## config.mk

```make
export PLATFORM = sky130hd
export DESIGN_NAME = matmul_sequencer
export DESIGN_NICKNAME = d
export VERILOG_FILES = /design/src/rtl/matmul_sequencer.sv
export SDC_FILE = /design/constraint.sdc
export NUM_CORES = 1
export LEC_CHECK = 0
export BUFFER_PORTS_ARGS = -buffer_cell sky130_fd_sc_hd__buf_2
export CAP_MARGIN = 40
export CELL_PAD_IN_SITES_DETAIL_PLACEMENT = 1
export CELL_PAD_IN_SITES_GLOBAL_PLACEMENT = 1
export CORE_ASPECT_RATIO = 0.9
export CORE_MARGIN = 4
export CORE_UTILIZATION = 38
export CTS_BUF_LIST = sky130_fd_sc_hd__clkbuf_8
export DETAILED_ROUTE_END_ITERATION = 8
export PLACE_DENSITY = 0.89
export SLEW_MARGIN = 30
export SYNTH_ARGS = -nofsm -noshare
export SYNTH_HDL_FRONTEND = slang
export SYNTH_SLANG_ARGS = --single-unit
```

## constraint.sdc

```tcl
create_clock -name clk -period 1.78 [get_ports clk]
set_input_delay 0.267 -clock clk [delete_from_list [all_inputs] [get_ports clk]]
set_output_delay 0.267 -clock clk [all_outputs]
set_load 0.03 [all_outputs]
```

## src/rtl/matmul_sequencer.sv

```systemverilog
// Control sequencer for an N x N matrix multiply C = A x B.
// Streams A/B read addresses to a MAC, then writes each accumulated C element.
module matmul_sequencer #(
    parameter int unsigned N  = 4,
    parameter int unsigned AW = (N > 1) ? $clog2(N * N) : 1
) (
    input  logic          clk,
    input  logic          reset,
    input  logic          start,
    input  logic          abort,
    output logic          busy,
    output logic          done,
    output logic [AW-1:0] a_addr,
    output logic [AW-1:0] b_addr,
    output logic          mac_clear,
    output logic          mac_enable,
    input  logic [31:0]   accum_in,
    output logic          c_we,
    output logic [AW-1:0] c_addr,
    output logic [31:0]   c_wdata
);

    localparam int unsigned CW = (N > 1) ? $clog2(N) : 1;
    localparam int unsigned DW = 32;
    localparam logic [CW-1:0] LAST = CW'(N - 1);

    typedef enum logic [2:0] {
        IDLE  = 3'd0,
        CLEAR = 3'd1,
        ISSUE = 3'd2,
        WAIT  = 3'd3,
        WRITE = 3'd4,
        DONE  = 3'd5
    } state_t;

    state_t        state, state_n;
    logic [CW-1:0] i_q, j_q, k_q;
    logic [CW-1:0] i_n, j_n, k_n;
    logic          busy_n, done_n, mac_clear_n, mac_enable_n, c_we_n;
    logic [AW-1:0] a_addr_n, b_addr_n, c_addr_n;
    logic [DW-1:0] wdata_q;

    // Row-major flattening of (row, col) into an AW-bit address.
    function automatic logic [AW-1:0] flat(input logic [CW-1:0] r, input logic [CW-1:0] c);
        return AW'(AW'(r) * AW'(N) + AW'(c));
    endfunction

    // State, loop counters and registered outputs.
    always_ff @(posedge clk) begin
        if (reset) begin
            state      <= IDLE;
            i_q        <= '0;
            j_q        <= '0;
            k_q        <= '0;
            busy       <= 1'b0;
            done       <= 1'b0;
            mac_clear  <= 1'b0;
            mac_enable <= 1'b0;
            c_we       <= 1'b0;
            a_addr     <= '0;
            b_addr     <= '0;
            c_addr     <= '0;
            wdata_q    <= '0;
        end else begin
            state      <= state_n;
            i_q        <= i_n;
            j_q        <= j_n;
            k_q        <= k_n;
            busy       <= busy_n;
            done       <= done_n;
            mac_clear  <= mac_clear_n;
            mac_enable <= mac_enable_n;
            c_we       <= c_we_n;
            a_addr     <= a_addr_n;
            b_addr     <= b_addr_n;
            c_addr     <= c_addr_n;
            wdata_q    <= c_we ? accum_in : wdata_q;
        end
    end

    // Next state, counters and the next value of every registered output.
    always_comb begin
        state_n  = state;
        i_n      = i_q;
        j_n      = j_q;
        k_n      = k_q;
        a_addr_n = a_addr;
        b_addr_n = b_addr;
        c_addr_n = c_addr;

        unique case (state)
            IDLE: begin
                if (start && !abort) begin
                    state_n = CLEAR;
                    i_n     = '0;
                    j_n     = '0;
                    k_n     = '0;
                end
            end
            CLEAR: begin
                state_n = ISSUE;
                k_n     = '0;
            end
            ISSUE: begin
                if (k_q == LAST) begin
                    state_n = WAIT;
                end else begin
                    k_n = k_q + CW'(1);
                end
            end
            WAIT: begin
                state_n = WRITE;
            end
            WRITE: begin
                if (j_q == LAST) begin
                    j_n = '0;
                    if (i_q == LAST) begin
                        i_n     = '0;
                        state_n = DONE;
                    end else begin
                        i_n     = i_q + CW'(1);
                        state_n = CLEAR;
                    end
                end else begin
                    j_n     = j_q + CW'(1);
                    state_n = CLEAR;
                end
            end
            DONE: begin
                state_n = IDLE;
            end
            default: begin
                state_n = IDLE;
            end
        endcase

        // Abort wins over every transition above once an operation is running.
        if (abort && (state != IDLE)) begin
            state_n = IDLE;
            i_n     = '0;
            j_n     = '0;
            k_n     = '0;
        end

        busy_n       = (state_n != IDLE);
        done_n       = (state_n == DONE);
        mac_clear_n  = (state_n == CLEAR);
        c_we_n       = (state_n == WRITE);
        mac_enable_n = (state == ISSUE) && !abort;

        if (state_n == ISSUE) begin
            a_addr_n = flat(i_n, k_n);
            b_addr_n = flat(k_n, j_n);
        end
        if (state_n == WRITE) begin
            c_addr_n = flat(i_n, j_n);
        end
    end

    // The MAC result only settles at the edge entering WRITE, so it is passed
    // straight through during the write and held afterwards.
    assign c_wdata = c_we ? accum_in : wdata_q;

endmodule

```

==> qor.csv <==
stage,metric,value,unit
layout,Final Non-Filler Cells,390,
synth,Synth area leader,dfxtp_1,
cts,Clock transition at path regs,0.10,ns
job,max-cap viol count,0,
worst_setup_path,R2R Path Start,j_q[0]$_SDFF_PP0_,
routing,total number of vias,1986,
timing,final setup TNS,0,ns
synth,"EDFF count, synth",0,
synth,Synth warnings,0,
floorplan,Die Y,82.5,um
worst_setup_path,Reg2Reg Depth,5,
place,Final Wtd Congestion,0.769,
routing,vias per cell,5.09,
place,Inst Count DP,382,
floorplan,Rows,26,
place,dpl cell area,2860,um^2
min_path,hold path endpoint,wdata_q[13]$_SDFF_PP0_,
timing,final hold violations,0,
worst_setup_path,CP endpoint kind,primary output,
min_path,startpoint of the worst hold path,accum_in[13],
layout,Final nets,357,
synth,post-synthesis mux area share,0.158,
layout,post-layout util,0.511,
timing,max-slew violations,0,
layout,"Design Area, Final",2980,um^2
layout,n_diodes,0,
synth,syn_area_per_cell,9.98,um^2
cts,Max clock buf depth,2,
worst_setup_path,Worst EP arrival,1.42,ns
min_path,hold path depth,3,
routing,Total Wirelength,6.09,mm
timing,Worst Hold Slack,0.294,ns
synth,Mapped Nets,273,
cts,"Clk Latency, worst-skew pair",0.30,ns
layout,FILL cells,702,
power_and_ir_drop,PwrDens,713,nW/um^2
layout,Area growth syn-to-layout,26.8,%
timing,FMAX,0.594,GHz
global_route,GRT overflow,0,
cts,root buf cell,clkbuf_8,
synth,sequential share of the synthesized area,0.478,
routing,Wirelength per Cell,15.6,um
synth,Adder-Cell Fraction of Synth Area,0.0107,
place,port bufs,84,
routing,1st-pass router iterations,4,
timing,# setup viols final,0,
global_route,number of global-route vias before repair,1984,
power_and_ir_drop,Lkg Pwr,1.41,nW
synth,Commonest cells post-synth,"dfxtp_1, and2_1, mux2_2, nor2_1, clkbuf_1",
timing,Slew HR,0.645,
floorplan,initial core utilization,0.403,
synth,Simple-Gate Fraction of Synth Area,0.197,
global_route,largest net degree at the start of global routing,24,
run_status,status,"complete, no violations",
floorplan,Die Wd,90.8,um
synth,Mapped Area,2350,um^2
layout,register area,1120,um^2
cts,cts bufs inserted,5,
timing,final setup skew,0.00806,ns
synth,Post-Synth XOR/XNOR Area,0,
synth,"count leader, synth",dfxtp_1,
global_route,initial antenna violation count,0,
synth,Netlist cell types,40,
floorplan,die area,7500,um^2
worst_setup_path,Worst EP required,1.51,ns
routing,Detail Route Antenna Nets,0,
global_route,Overall Global Routing Usage,0.158,
power_and_ir_drop,Worst IR Drop VDD,0.443,mV
synth,asr flop ratio synth,0,
cts,CTS tree,built,
synth,largest family of logic cells by synthesized area,simple AND/OR/NAND/NOR gates,
cts,H-tree depth,2,
routing,DR iter-0 viols,50,
worst_setup_path,crit-path max FO,23,
worst_setup_path,worst reg2reg path endpoint,a_addr[3]$_SDFFE_PP0N_,
synth,Gate Count Post-Synth,235,
timing,worst slew pin tran,0.526,ns
place,dpl hpwl,4.66,mm
min_path,Hold Path Class,in -> reg,
floorplan,core footprint,5820,um^2
global_route,global-route wire length before repair,9.49,mm
floorplan,I/O pin count,85,
synth,"FF+latch count, synth",56,
timing,period utilisation layout,0.945,
timing,fin worst setup slack,0.0976,ns
synth,Main synth FF type,dfxtp_1,
worst_setup_path,register-to-register setup slack,0.14,ns
routing,detailed-route DRC error count,0,
worst_setup_path,CP Launch Type,register,
layout,multi-input logic area,1130,um^2
synth,main area contributors after synthesis,"dfxtp_1, mux2_2, and2_1",
synth,Yosys top cell area share,0.478,
timing,min Tclk post-route,1.68,ns
power_and_ir_drop,Tot Pwr,2.12,mW
worst_setup_path,WS Path Type,reg -> out,
synth,compound-cell area share of the yosys netlist,0.111,
cts,clk sinks,56,
timing,RSZ-0062 raised after global routing,false,
layout,share of cells above drive strength 1,0.428,
place,Place WS,0.00199,ns
power breakdown:
part,total [mW],leakage [nW],internal [mW],switching (mW)
registers,1.27,0.453,1.26,0.00806
clock network,0.721,0.0434,0.316,0.405
logic,0.132,0.914,0.0576,0.0747
worst max-delay path by stage:
stage                        startpoint                      to  slack, ns  cells after the start
global placement      j_q[0]$_SDFF_PP0_  a_addr[3]$_SDFFE_PP0N_       0.14                      5
detailed placement    j_q[0]$_SDFF_PP0_  a_addr[3]$_SDFFE_PP0N_      0.002                      5
finish                  c_we$_SDFF_PP0_              c_wdata[5]        0.1                      3
global route        state[2]$_SDFF_PP0_  b_addr[0]$_SDFFE_PP0N_       0.01                      5
CTS                     c_we$_SDFF_PP0_             c_wdata[30]       0.02                      3
floorplan               c_we$_SDFF_PP0_  wdata_q[12]$_SDFF_PP0_       0.07                      4
flip-flops by register name, indices dropped and copies added, names as in the netlist:
signal	count
a_addr	4
b_addr	2
busy	1
c_addr	4
c_we	1
done	1
i_q	2
j_q	2
k_q	2
mac_clear	1
mac_enable	1
state	3
wdata_q	32
worst max-delay path, stage by stage (launching register included):
cell and delay (ns):
dfxtp_2 0.38, buf_12 0.18, mux2_2 0.36, buf_2 0.18
what timing repair did:
item,CTS,global route
buffers inserted,0,0
pin swaps,0,0
resized for setup,1,5
endpoints found under the setup margin,2,24
hold buffers,0,0
metal layers:
| metal | track usage | routed length (um) | up-vias |
|---|---|---|---|
| li1 | - | - | 982 |
| met1 | 0.190 | 2690 | 944 |
| met2 | 0.280 | 3050 | 52 |
| met3 | 0.0344 | 279 | 8 |
| met4 | 0.0633 | 65 | 0 |
| met5 | 0 | 0 | - |
cells by family (layout without fill, tap and decap cells):
kind of cell | Yosys count | count (layout)
flops | 56 | 56
simple gates | 82 | 82
fa+ha+maj | 2 | 2
buf+inv | 21 | 106
compound gates | 41 | 41
mux | 33 | 33
cells in the final DEF (no fill, tap or decap), types with 2 or more instances in the layout:
master      synthesis  layout
buf_2               3      84
dfxtp_1            56      53
and2_1             33      33
mux2_2             27      27
nor2_1             13      13
a21oi_1            10      10
nand2_1             9       9
buf_4               2       9
o21ai_0             8       8
mux2_1              6       6
a211oi_1            6       6
clkbuf_8            0       6
nand2b_1            4       4
nand3_1             4       4
inv_1               3       3
a31oi_1             3       3
o22ai_1             3       3
nor4_1              3       3
dfxtp_2             0       3
a2bb2oi_1           2       2
or2_2               2       2
or2_1               2       2
o311ai_0            2       2
o21a_1              2       2
nor2b_1             2       2
nor3_1              2       2
ha_1                2       2
clkinvlp_4          0       2
final cells by class:
type / count / area share
repair buffers: 95 / 0.175
inverters: 3 / 0.00378
multi-input cells: 158 / 0.381
well taps: 70 / 0.0294
clock buffers: 6 / 0.0278
clock inverters: 2 / 0.00505
flip-flops and latches: 56 / 0.378
Note: power is estimated with default switching activity, not from simulation.
